### src/rtl/serial_sub6.sv
// Bit-serial 6-bit subtractor y = s - {0,x}, LSB first, with a start/busy/done handshake.
// Optional SERIAL_SUB_RANGE_EN adds ovf = neg | y[5] (result is not a valid 5-bit addend).
module serial_sub6 (
  input  logic       clk,
  input  logic       reset,
  input  logic       start,
  input  logic [5:0] s,
  input  logic [4:0] x,
  output logic       busy,
  output logic       done,
  output logic [5:0] y,
  output logic       neg
`ifdef SERIAL_SUB_RANGE_EN
  ,
  output logic       ovf
`endif
);

  localparam int unsigned W  = 6;
  localparam int unsigned XW = 5;
  localparam int unsigned CW = 3;

  typedef enum logic [1:0] {IDLE, SHIFT, DONE} state_t;

  state_t          r_state, w_state_nxt;
  logic [W-1:0]    r_sa, w_sa_nxt;
  logic [W-1:0]    r_sb, w_sb_nxt;
  logic [W-1:0]    r_acc, w_acc_nxt;
  logic [CW-1:0]   r_cnt, w_cnt_nxt;
  logic            r_borrow, w_borrow_nxt;
  logic            r_busy, w_busy_nxt;
  logic            r_done, w_done_nxt;
  logic [W-1:0]    r_y, w_y_nxt;
  logic            r_neg, w_neg_nxt;
  logic            w_d;
  logic            w_bout;
  logic [W-1:0]    w_acc_sh;

  // Full-subtractor cell for the current bit pair
  assign w_d      = r_sa[0] ^ r_sb[0] ^ r_borrow;
  assign w_bout   = (~r_sa[0] & r_sb[0]) | (~r_sa[0] & r_borrow) | (r_sb[0] & r_borrow);
  assign w_acc_sh = {w_d, r_acc[W-1:1]};

  always_comb begin
    w_state_nxt  = r_state;
    w_sa_nxt     = r_sa;
    w_sb_nxt     = r_sb;
    w_acc_nxt    = r_acc;
    w_cnt_nxt    = r_cnt;
    w_borrow_nxt = r_borrow;
    w_busy_nxt   = 1'b0;
    w_done_nxt   = 1'b0;
    w_y_nxt      = r_y;
    w_neg_nxt    = r_neg;
    case (r_state)
      IDLE, DONE: begin
        w_state_nxt = IDLE;
        if (start) begin
          w_state_nxt  = SHIFT;
          w_sa_nxt     = s;
          w_sb_nxt     = {1'b0, x[XW-1:0]};
          w_acc_nxt    = '0;
          w_cnt_nxt    = '0;
          w_borrow_nxt = 1'b0;
          w_busy_nxt   = 1'b1;
        end
      end
      SHIFT: begin
        w_sa_nxt     = {1'b0, r_sa[W-1:1]};
        w_sb_nxt     = {1'b0, r_sb[W-1:1]};
        w_acc_nxt    = w_acc_sh;
        w_borrow_nxt = w_bout;
        w_cnt_nxt    = r_cnt + CW'(1);
        w_busy_nxt   = 1'b1;
        if (r_cnt == CW'(W - 1)) begin
          // Last bit: publish result together with the final borrow
          w_state_nxt = DONE;
          w_busy_nxt  = 1'b0;
          w_done_nxt  = 1'b1;
          w_y_nxt     = w_acc_sh;
          w_neg_nxt   = w_bout;
        end
      end
      default: w_state_nxt = IDLE;
    endcase
  end

  always_ff @(posedge clk) begin
    if (reset) begin
      r_state  <= IDLE;
      r_sa     <= '0;
      r_sb     <= '0;
      r_acc    <= '0;
      r_cnt    <= '0;
      r_borrow <= 1'b0;
      r_busy   <= 1'b0;
      r_done   <= 1'b0;
      r_y      <= '0;
      r_neg    <= 1'b0;
    end else begin
      r_state  <= w_state_nxt;
      r_sa     <= w_sa_nxt;
      r_sb     <= w_sb_nxt;
      r_acc    <= w_acc_nxt;
      r_cnt    <= w_cnt_nxt;
      r_borrow <= w_borrow_nxt;
      r_busy   <= w_busy_nxt;
      r_done   <= w_done_nxt;
      r_y      <= w_y_nxt;
      r_neg    <= w_neg_nxt;
    end
  end

  assign busy = r_busy;
  assign done = r_done;
  assign y    = r_y;
  assign neg  = r_neg;

`ifdef SERIAL_SUB_RANGE_EN
  logic r_ovf;

  always_ff @(posedge clk) begin
    if (reset) begin
      r_ovf <= 1'b0;
    end else begin
      r_ovf <= w_neg_nxt | w_y_nxt[W-1];
    end
  end

  assign ovf = r_ovf;
`endif

endmodule

### config.mk
export PLATFORM = sky130hd
export DESIGN_NAME = serial_sub6
export DESIGN_NICKNAME = d
export VERILOG_FILES = /design/src/rtl/serial_sub6.sv
export SDC_FILE = /design/constraint.sdc
export NUM_CORES = 1
export LEC_CHECK = 0
export ABC_AREA = 1
export ABC_CLOCK_PERIOD_IN_PS = 3200
export CORE_MARGIN = 1
export CORE_UTILIZATION = 55
export DETAILED_ROUTE_END_ITERATION = 6
export GPL_TIMING_DRIVEN = 0
export PLACE_DENSITY = 0.79
export SLEW_MARGIN = 20
export SYNTH_ARGS = -nofsm -noshare
export SYNTH_HDL_FRONTEND = slang
export SYNTH_SLANG_ARGS = --single-unit
### constraint.sdc
create_clock -name clk -period 3.2 [get_ports clk]
set_clock_uncertainty 0.2 [all_clocks]
set_input_delay 0.32 -clock clk [delete_from_list [all_inputs] [get_ports clk]]
set_output_delay 0.32 -clock clk [all_outputs]
set_load 0.01 [all_outputs]
# After elaboration in Yosys (flattened, before gate mapping)
# Index checks and enable logic that the tools add are counted.
[word_totals] reg_bits=33 latchBits=0 mem_bits_rw=0 rom_bits=0 memories=0
[classes] n_addsub=1 n_mul=0 div=0 magnitude_cmp=0 eq_ne=5 n_shift=0 muxes=17 bitwise_logic=9 n_reduce_logical=6
[ops] operator="one-hot mux 6 bit (2 select lines)" n=3
[ops] operator="two-way mux 6 bit" n=3
[ops] operator="one-hot mux 3 bit (2 select lines)" n=1
[ops] operator="two-way mux 1 bit" n=5
[ops] operator="inequality test 2 bit, second input constant" n=2
[ops] operator="one-hot mux 1 bit (2 select lines)" n=2
[ops] operator="one-hot mux 2 bit (2 select lines)" n=1
[ops] operator="AND reduction 2 bit" n=2
[ops] operator="OR reduction 2 bit" n=2
[ops] operator="adder 3 x 1 -> 3 bit, second input constant" n=1
[ops] operator="AND 1 bit" n=3
[ops] operator="== test 3 bit, second input constant" n=1
[ops] operator="two-way mux 3 bit" n=1
[ops] operator="== test 2 x 1 -> 1 bit, second input constant" n=1
[ops] operator="== test 2 bit, second input constant" n=1
[ops] operator="zero test 2 bit" n=1
[ops] operator="two-way mux 2 bit" n=1
[ops] operator="NOT 1 bit" n=2
[ops] operator="bitwise OR 1 bit" n=2
[ops] operator="nonzero test 2 bit" n=1
[ops] operator="bitwise XOR 1 bit" n=2

# Logic depth before layout (Yosys ltp)
# Gate-level depths: netlist of the first run.
[logic_depth] word_depth=5 ltp_mapped=7 ltp_nobuf=7

# Least setup slack after synthesis of the first run
# Ideal clock, no wire load.
[synth_timing] kind="register to register" startpoint="reg r_sa[0]" endpoint="reg r_acc[5]" t_arrival_ps=1016 slack_ps=1852 path_stages_with_launch=6 path_buffers=0 cell_sequence="dfxtp_1 -> inv_2 -> fa_1 -> inv_1 -> nand2_1 -> a21oi_1"
[synth_via] elab_chain_len=3
[synth_lines] element="start, declared" line_no="26" source="logic [W-1:0] r_sa, w_sa_nxt;"
[synth_lines] element="start signal, assigned" line_no="102" source="r_sa <= w_sa_nxt;"
[synth_lines] element="bitwise XOR 1 bit (2 in a row)" line_no="40" source="assign w_d = r_sa[0] ^ r_sb[0] ^ r_borrow;"
[synth_lines] element="one-hot mux 6 bit (2 select lines)" line_no="55" source="case (r_state)"
[synth_lines] element="end signal, assigned" line_no="104" source="r_acc <= w_acc_nxt;"
[synth_lines] element="end, declared" line_no="28" source="logic [W-1:0] r_acc, w_acc_nxt;"
# Every way passes these cells.
# A chain may end at the register's enable or synchronous reset.

# Worst setup path after layout of the first run
[layout_timing] startpoint="reg r_y[0], in the netlist y[0]" endpoint="out y[0]"
[layout_rtl] element="start, declared" line_no="33" source="logic [W-1:0] r_y, w_y_nxt;"
[layout_rtl] element="start signal, assigned" line_no="109" source="r_y <= w_y_nxt;"
[layout_rtl] element="end, declared" line_no="11" source="output logic [5:0] y,"
# No word-level cell between the ends.

==> run summary, run 1 <==
Crit path required time: 2680 ps
CP top delay family: buffers and inverters
Die area: 2720 µm²
Maximum buffer depth of the clock tree: 2
Nets@finish: 240
Multiplexer share of the synthesized area: 0
Outcome: completed
Share of cells above drive strength 1: 0.157
Clock Sinks: 31
Gpl congestion: 0.774
Hold_sp: neg
Antenna cells: 0
R2r startpoint: r_cnt[0]
Max FO, Critical Path: 2
Sw frac: 0.253
Most frequent cells in the layout: 33 x nand2_1, 32 x nand3_1, 31 x dfxtp_1
Final min period: 1740 ps
Crit-path max cell delay: 540 ps
FP Rows: 17
Fmax: 574 MHz
Worst VDD drop: 0.409 mV
Leakage: 0.748 nW
Vias/cell: 5.03
Slowest CP cell: clkdlybuf4s50_1
Skew-Pair Late Insertion Delay: 340 ps
Post-synthesis adder-cell area fraction: 0.0326
Final Setup Violations: 0
Wire length per cell: 10.9 µm
DIE WIDTH: 52.1 µm
Main combinational cell family by area after synthesis: simple AND/OR/NAND/NOR gates
Slew HR: 0.704
DRT Wirelength: 2730 µm
Placed Area: 1640 µm²
Synth Register Bits: 31
Die height: 52.1 µm
RSZ-0062 raised after global routing: no
Storage cell area: 621 µm²
GRT met3 Usage: 0.0643
Core Box Area: 2300 µm²
Worst-Margin Slew: 444 ps
Port Buffers: 22
Worst min-delay path category: flop to flop
Fin. max-slew vios: 0
Area Overhead vs Synth: 23.6%
Final setup TNS: 0 ps
Area share of and/or/nand/nor cells after synthesis: 0.310
Pwr Density: 485 nW/µm²
Synth warn: 0
Period utilization: 0.545
Combinational power share: 0.147
Grt ovf: 0
Largest net degree at the start of global routing: 11
Initial drt markers: 36
Final Hold Vio Count: 0
P_sw: 0.000210 W
Register area share after synthesis: 0.449
Drc violations: 0
Synth cell types: 21
Finished Layout Cells: 251
Post-synth top area cell: dfxtp_1
Largest cells by area after synthesis: dfxtp_1 45%, nand3_1 12%, nand2_1 9.0%
Hpwl dp: 1990 µm
I/O pin count: 23
Drt first pass iters: 4
WP data arrival: 1220 ps
Final setup margin: 1460 ps
Post-synthesis instance total: 194
Cell internal pwr: 0.000619 W
Synth Area in XOR/XNOR: 0
Most common cell after layout, fill and taps aside: nand2_1
Mapped cell area: 1380 µm²
CTS Hold Bufs: 0
Startpoint Class: flop
Syn_nets: 211
GRT met1 Usage: 0.285
Busiest grt layer: met2
Setup Buffers After CTS: 0
Fill cell count: 177
Grt met2 use: 0.395
Endpoint class of the critical path: output port
Total Power: 0.000829 W
DP Worst Slack: 1440 ps
Initial antenna violation count: 0
Setup crit start: y[0]
Tot GR Track Use: 0.242
TritonCTS buffer count: 5
Antenna viol nets, final: 0
Root Buffer: clkbuf_4
CTS tree: built
Buf+Inv Stages, Crit Path: 1
Area of the multi-input gates: 573 µm²
Cell area after layout: 1710 µm²
First-pass GRT wire length: 4740 µm
Critical path class: flop to output port
Clk network pwr share: 0.354
Synth Area in Compound Gates: 0.0724
Sequential power share: 0.499
H-tree depth: 2
Routed vias: 1263
Critical-path cell list: clkdlybuf4s50_1
Placed cell count: 244
CTS resizes: 0
Starting density of the core: 0.602
Vias in the first global route: 1153
Post-synth top area share: 0.449
Avg Cell Area, Syn: 7.13 µm²
CTS clk-pin slew, worst paths: 90 ps
Max_cap viols: 0
-- metal layers --
| metal | up-vias | wire (µm) |
|---|---|---|
| li1 | 658 | - |
| met1 | 577 | 1240 |
| met2 | 21 | 1330 |
| met3 | 7 | 112 |
| met4 | 0 | 50 |
| met5 | - | 0 |
-- cells in the mapped netlist --
master    count
nor3_1        1
nand2_2       3
nor2_4        1
nand4_2       1
buf_2         4
nand2_1      33
nand3_1      32
nor2_1       22
buf_4         4
nand3b_1      1
a21oi_1      12
clkbuf_1      1
fa_1          1
dfxtp_1      31
clkinv_1      4
o21ai_0       2
ha_1          2
nor2_2        1
inv_2        15
inv_1        17
o21ai_1       6
-- cells by family after synthesis --
| kind of cell | Yosys count |
|---|---|
| and+or+nand+nor | 95 |
| buffers and inverters | 45 |
| DFF | 31 |
| AOI/OAI and AO/OA | 20 |
| adders and majority gates | 3 |
-- sequential cells by signal, indices dropped and copies added, names as in the netlist, 2 cells and up --
signal / count
r_sb: 5
r_state: 2
r_sa: 6
y: 6
r_acc: 5
r_cnt: 3
-- power by group through the flow --
stage / Combinational (W) / Clock, W / Sequential, W
4_1_cts: 0.000123 / 0.000295 / 0.000414
6_report: 0.000122 / 0.000293 / 0.000414
3_5_place_dp: 0.000122 / 0 / 0.000423
3_3_place_gp: 0.000118 / 0 / 0.000422
2_1_floorplan: 0.0000848 / 0 / 0.000421
5_1_grt: 0.000140 / 0.000311 / 0.000416
-- area by class of cell --
| class | count | share of cell area |
|---|---|---|
| clock buffer | 6 | 0.0242 |
| sequential | 31 | 0.363 |
| clock inverter | 1 | 0.0176 |
| tap | 28 | 0.0205 |
| multi-input combinational | 118 | 0.335 |
| inverter | 36 | 0.0791 |
| timing repair buffer | 22 | 0.129 |
| buffer | 9 | 0.0315 |
-- stage by stage --
stage | hold WS, ps | utilization
finish | 285 | 0.744
global route | 303 | 0.744
CTS | 284 | 0.744
detailed placement | 274 | 0.713
global placement | 263 | 0.713
floorplan | 189 | -
-- path summary, 6_finish.rpt --
check / end / slack, ps / depth (start not counted)
setup / recovery: y[0] / 1460 / 1
hold / removal: neg / 290 / 2
setup reg to reg: y[4] / 1750 / 5
hold reg to reg: neg / 290 / 2
Power figures use the tool's default switching activity.
==> inputs of run 2 (changes only) <==
--- a/config.mk
+++ b/config.mk
@@ -6,12 +6,12 @@
 export NUM_CORES = 1
 export LEC_CHECK = 0
 export ABC_AREA = 1
-export ABC_CLOCK_PERIOD_IN_PS = 3200
+export ABC_CLOCK_PERIOD_IN_PS = 1600
 export CORE_MARGIN = 1
-export CORE_UTILIZATION = 55
+export CORE_UTILIZATION = 46
 export DETAILED_ROUTE_END_ITERATION = 6
 export GPL_TIMING_DRIVEN = 0
-export PLACE_DENSITY = 0.79
+export PLACE_DENSITY = 0.7
 export SLEW_MARGIN = 20
 export SYNTH_ARGS = -nofsm -noshare
 export SYNTH_HDL_FRONTEND = slang
==> constraint.sdc (replaced) <==
create_clock -name clk -period 1.6 [get_ports clk]
set_clock_uncertainty 0.2 [all_clocks]
set_input_delay 0.16 -clock clk [delete_from_list [all_inputs] [get_ports clk]]
set_output_delay 0.16 -clock clk [all_outputs]
set_load 0.01 [all_outputs]
==> run summary, run 2 (synthesis gave the netlist of run 1 again) <==
Outcome: finished, violations left
Failing checks: DRC
Buf+Inv Stages, Crit Path: 1 (unchanged)
Gpl congestion: 0.734 (-5.2%)
FP Rows: 19 (+2)
CTS tree: built
Area of the multi-input gates: 578 µm² (+0.87%)
Tot GR Track Use: 0.200 (-0.0415)
Vias/cell: 4.89 (-2.8%)
Max_cap viols: 0 (unchanged)
Critical path class: flop to output port
Hpwl dp: 2110 µm (+6.0%)
Fill cell count: 286 (+62%)
Storage cell area: 621 µm² (unchanged)
TritonCTS buffer count: 5 (unchanged)
WP data arrival: 1180 ps (-40 ps)
Die area: 3230 µm² (+19%)
Skew-Pair Late Insertion Delay: 330 ps (about the same)
Starting density of the core: 0.493 (-0.109)
Combinational power share: 0.143 (-0.004)
Share of cells above drive strength 1: 0.165 (+0.00823)
Placed cell count: 247 (+1.2%)
Setup Buffers After CTS: 0 (unchanged)
Slowest CP cell: clkdlybuf4s50_1
Pwr Density: 983 nW/µm² (+100%)
Routed vias: 1247 (-1.3%)
Sequential power share: 0.481 (-0.018)
First-pass GRT wire length: 4820 µm (+1.8%)
Fmax: 649 MHz
Worst VDD drop: 0.562 mV (+37%)
Vias in the first global route: 1152 (-0.087%)
Finished Layout Cells: 255 (+1.6%)
CP top delay family: buffers and inverters
DRT Wirelength: 2900 µm (+6.4%)
Clock Sinks: 31 (unchanged)
Final min period: 1540 ps
Most frequent cells in the layout: 33 x nand2_1, 32 x nand3_1, 31 x dfxtp_1
CTS resizes: 0 (unchanged)
CTS clk-pin slew, worst paths: 100 ps (about the same)
Slew HR: 0.686 (-0.0183)
Port Buffers: 22 (unchanged)
DIE WIDTH: 56.8 µm (+9.0%)
Startpoint Class: flop
Antenna cells: 0 (unchanged)
Initial drt markers: 36 (unchanged)
Core Box Area: 2810 µm² (+22%)
Worst-Margin Slew: 471 ps (+27.4 ps)
Final Hold Vio Count: 0 (unchanged)
Sw frac: 0.253 (about the same)
Die height: 56.8 µm (+9.0%)
Most common cell after layout, fill and taps aside: nand2_1
Drc violations: 4 (+4)
H-tree depth: 2 (unchanged)
Period utilization: 0.963
CTS Hold Bufs: 0 (unchanged)
Crit-path max cell delay: 530 ps (about the same)
Grt ovf: 0 (unchanged)
P_sw: 0.000436 W (+110%)
I/O pin count: 23 (unchanged)
Fin util: 0.624 (-0.120)
Critical-path cell list: clkdlybuf4s50_1
Clk network pwr share: 0.376 (+0.022)
Maximum buffer depth of the clock tree: 2 (unchanged)
Wire length per cell: 11.4 µm (+4.7%)
Max FO, Critical Path: 1 (-1)
Initial antenna violation count: 0 (unchanged)
Nets@finish: 240 (unchanged)
Root Buffer: clkbuf_4
Cell internal pwr: 0.00129 W (+110%)
Area Overhead vs Synth: 26.6%
Largest net degree at the start of global routing: 11 (unchanged)
Fin. max-slew vios: 0 (unchanged)
Crit path required time: 1240 ps (-1440 ps)
Endpoint class of the critical path: output port
Final Setup Violations: 0 (unchanged)
Antenna viol nets, final: 0 (unchanged)
Leakage: 0.897 nW (+20%)
Drt first pass iters: 7 (+3)
Worst min-delay path category: input port to flop
==> run 2: tightest hold or removal path: stages <==
cell	delay, ps
clkdlybuf4s50_1	390
nand2_1	60
a21oi_1	50
==> run 2: worst paths after layout <==
kind	from	to	slack, ps	cells after the start
min reg2reg	r_acc[2]	y[1]	280	2
max	done	done	60	1
max reg2reg	r_cnt[0]	y[4]	140	5
min	s[5]	r_sa[5]	170	3
==> run 2: per-layer routing <==
layer / track usage / wire length [µm]
met1: 0.219 / 1260
met2: 0.352 / 1470
met3: 0.0760 / 111
met4: 0.0732 / 56
met5: 0 / 0
==> run 2: stage by stage <==
| stage | instance area [µm²] | hold WS (ps) | setup WS (ps) | TNS, ps | total power [W] |
|---|---|---|---|---|---|
| detailed placement | 1640 | 268 | -5.57 | -5.57 | 0.00109 |
| global route | 1750 | 180 | -1.83 | -1.83 | 0.00181 |
| finish | 1750 | 175 | 58.8 | 0 | 0.00172 |
| CTS | 1730 | 182 | 5.43 | 0 | 0.00173 |
| floorplan | 1380 | 29.1 | 252 | 0 | 0.00101 |
| global placement | 1640 | 264 | 21.3 | 0 | 0.00108 |
==> run 2: power by group through the flow <==
stage	registers (W)	logic (W)	clock network, W
finish	0.000828	0.000246	0.000647
global route	0.000832	0.000279	0.000695
CTS	0.000828	0.000248	0.000651
detailed placement	0.000846	0.000247	0
global placement	0.000844	0.000240	0
floorplan	0.000843	0.000170	0
==> run 2: final cells by class <==
| class | instances | share of cell area |
|---|---|---|
| tap | 31 | 0.0222 |
| inverter | 36 | 0.0772 |
| multi-input combinational | 118 | 0.330 |
| sequential | 31 | 0.355 |
| buffer | 9 | 0.0307 |
| timing repair buffer | 22 | 0.136 |
| clock buffer | 6 | 0.0293 |
| clock inverter | 2 | 0.0200 |
==> inputs of run 3 (changes only) <==
--- a/config.mk
+++ b/config.mk
@@ -8,10 +8,10 @@
 export ABC_AREA = 1
 export ABC_CLOCK_PERIOD_IN_PS = 1600
 export CORE_MARGIN = 1
-export CORE_UTILIZATION = 46
+export CORE_UTILIZATION = 35
 export DETAILED_ROUTE_END_ITERATION = 6
 export GPL_TIMING_DRIVEN = 0
-export PLACE_DENSITY = 0.7
+export PLACE_DENSITY = 0.56
 export SLEW_MARGIN = 20
 export SYNTH_ARGS = -nofsm -noshare
 export SYNTH_HDL_FRONTEND = slang
==> run summary, run 3 (synthesis gave the netlist of run 1 again) <==
Routed vias: 1219 (-2.2%)
Max FO, Critical Path: 2 (+1)
Vias in the first global route: 1138 (-1.2%)
Antenna viol nets, final: 0 (unchanged)
Maximum buffer depth of the clock tree: 2 (unchanged)
Max_cap viols: 0 (unchanged)
Final Setup Violations: 0 (unchanged)
Endpoint class of the critical path: output port
Wire length per cell: 10.2 µm (-10%)
FP Rows: 22 (+3)
Pwr Density: 948 nW/µm² (-3.5%)
DIE WIDTH: 64.9 µm (+14%)
Vias/cell: 4.48 (-8.4%)
Crit path required time: 1240 ps (about the same)
Slowest CP cell: clkdlybuf4s50_1
CP top delay family: buffers and inverters
Most frequent cells in the layout: 33 x nand2_1, 32 x nand3_1, 31 x dfxtp_1
RSZ-0062 raised after global routing: no
Port Buffers: 22 (unchanged)
Drt first pass iters: 4 (-3)
Root Buffer: clkbuf_8
Critical path class: flop to output port
Gpl congestion: 0.761 (+3.6%)
Starting density of the core: 0.372 (-0.121)
Initial drt markers: 59 (+64%)
TritonCTS buffer count: 5 (unchanged)
Area Overhead vs Synth: 26.2%
Drc violations: 0 (-4)
Period utilization: 0.941 (-0.0224)
Skew-Pair Late Insertion Delay: 280 ps (-50 ps)
Finished Layout Cells: 272 (+6.7%)
Final min period: 1510 ps (-35.8 ps)
Share of cells above drive strength 1: 0.156 (-0.00893)
CTS resizes: 0 (unchanged)
Worst-Margin Slew: 470 ps (-1.47 ps)
Die height: 64.9 µm (+14%)
Tot GR Track Use: 0.157 (-0.0432)
Final setup TNS: 0 ps (unchanged)
CTS tree: built
Antenna cells: 0 (unchanged)
Critical-path cell list: clkdlybuf4s50_1
Outcome: completed
Nets@finish: 240 (unchanged)
CTS Hold Bufs: 0 (unchanged)
Setup Buffers After CTS: 0 (unchanged)
Core Box Area: 3720 µm² (+32%)
Slew HR: 0.687 (+0.000982)
Placed cell count: 264 (+6.9%)
Final Hold Vio Count: 0 (unchanged)
Clock Sinks: 31 (unchanged)
Grt ovf: 0 (unchanged)
DRT Wirelength: 2770 µm (-4.4%)
Initial antenna violation count: 0 (unchanged)
Largest net degree at the start of global routing: 11 (unchanged)
Most common cell after layout, fill and taps aside: nand2_1
WP data arrival: 1150 ps (-30 ps)
Worst min-delay path category: input port to flop
I/O pin count: 23 (unchanged)
Worst VDD drop: 0.589 mV (+4.7%)
First-pass GRT wire length: 4970 µm (+3.0%)
CTS clk-pin slew, worst paths: 60 ps (-40 ps)
Crit-path max cell delay: 540 ps (about the same)
Hpwl dp: 1970 µm (-6.8%)
Fmax: 664 MHz (+2.4%)
Buf+Inv Stages, Crit Path: 1 (unchanged)
Die area: 4210 µm² (+30%)
H-tree depth: 2 (unchanged)
Startpoint Class: flop
Leakage: 0.752 nW (-16%)
Fin. max-slew vios: 0 (unchanged)
run 3: final timing paths:
| path | endpoint | slack (ps) | from | cells after the start |
|---|---|---|---|---|
| hold / removal | r_sb[4] | 240 | x[4] | 3 |
| setup reg to reg | y[1] | 160 | r_cnt[0] | 5 |
| setup / recovery | y[0] | 90 | y[0] | 1 |
| hold reg to reg | y[3] | 280 | y[3] | 2 |
run 3: through the flow:
stage	util	cell area (µm²)	setup slack [ps]	power [W]	hold WS, ps
2_1_floorplan	-	1380	252	0.00101	29.1
4_1_cts	0.469	1740	81.7	0.00168	234
6_report	0.469	1740	94.6	0.00165	241
3_5_place_dp	0.447	1660	3.04	0.00109	272
3_3_place_gp	0.447	1660	9.02	0.00109	265
5_1_grt	0.469	1740	48.9	0.00174	247
run 3: report_power, final:
group / switching (W) / internal [W]
Sequential: 0.0000183 / 0.000810
Combinational: 0.000137 / 0.000107
Clock: 0.000278 / 0.000305
Total: 0.000433 / 0.00122
run 3: final cells by class:
type	count	area [µm²]
Tap cell	48	60.1
Clock buffer	7	76.3
Multi-Input combinational cell	118	573
Clock inverter	1	5.00
Fill cell	415	1970
Inverter	36	135
Sequential cell	31	621
Buffer	9	53.8
Timing Repair Buffer	22	220
run 3: routing by layer:
layer	vias to the layer above	part of all wire	global-route usage
li1	659	-	-
met1	538	0.51	0.197
met2	17	0.44	0.243
met3	5	0.036	0.0581
met4	0	0.019	0.0583
met5	-	0	0
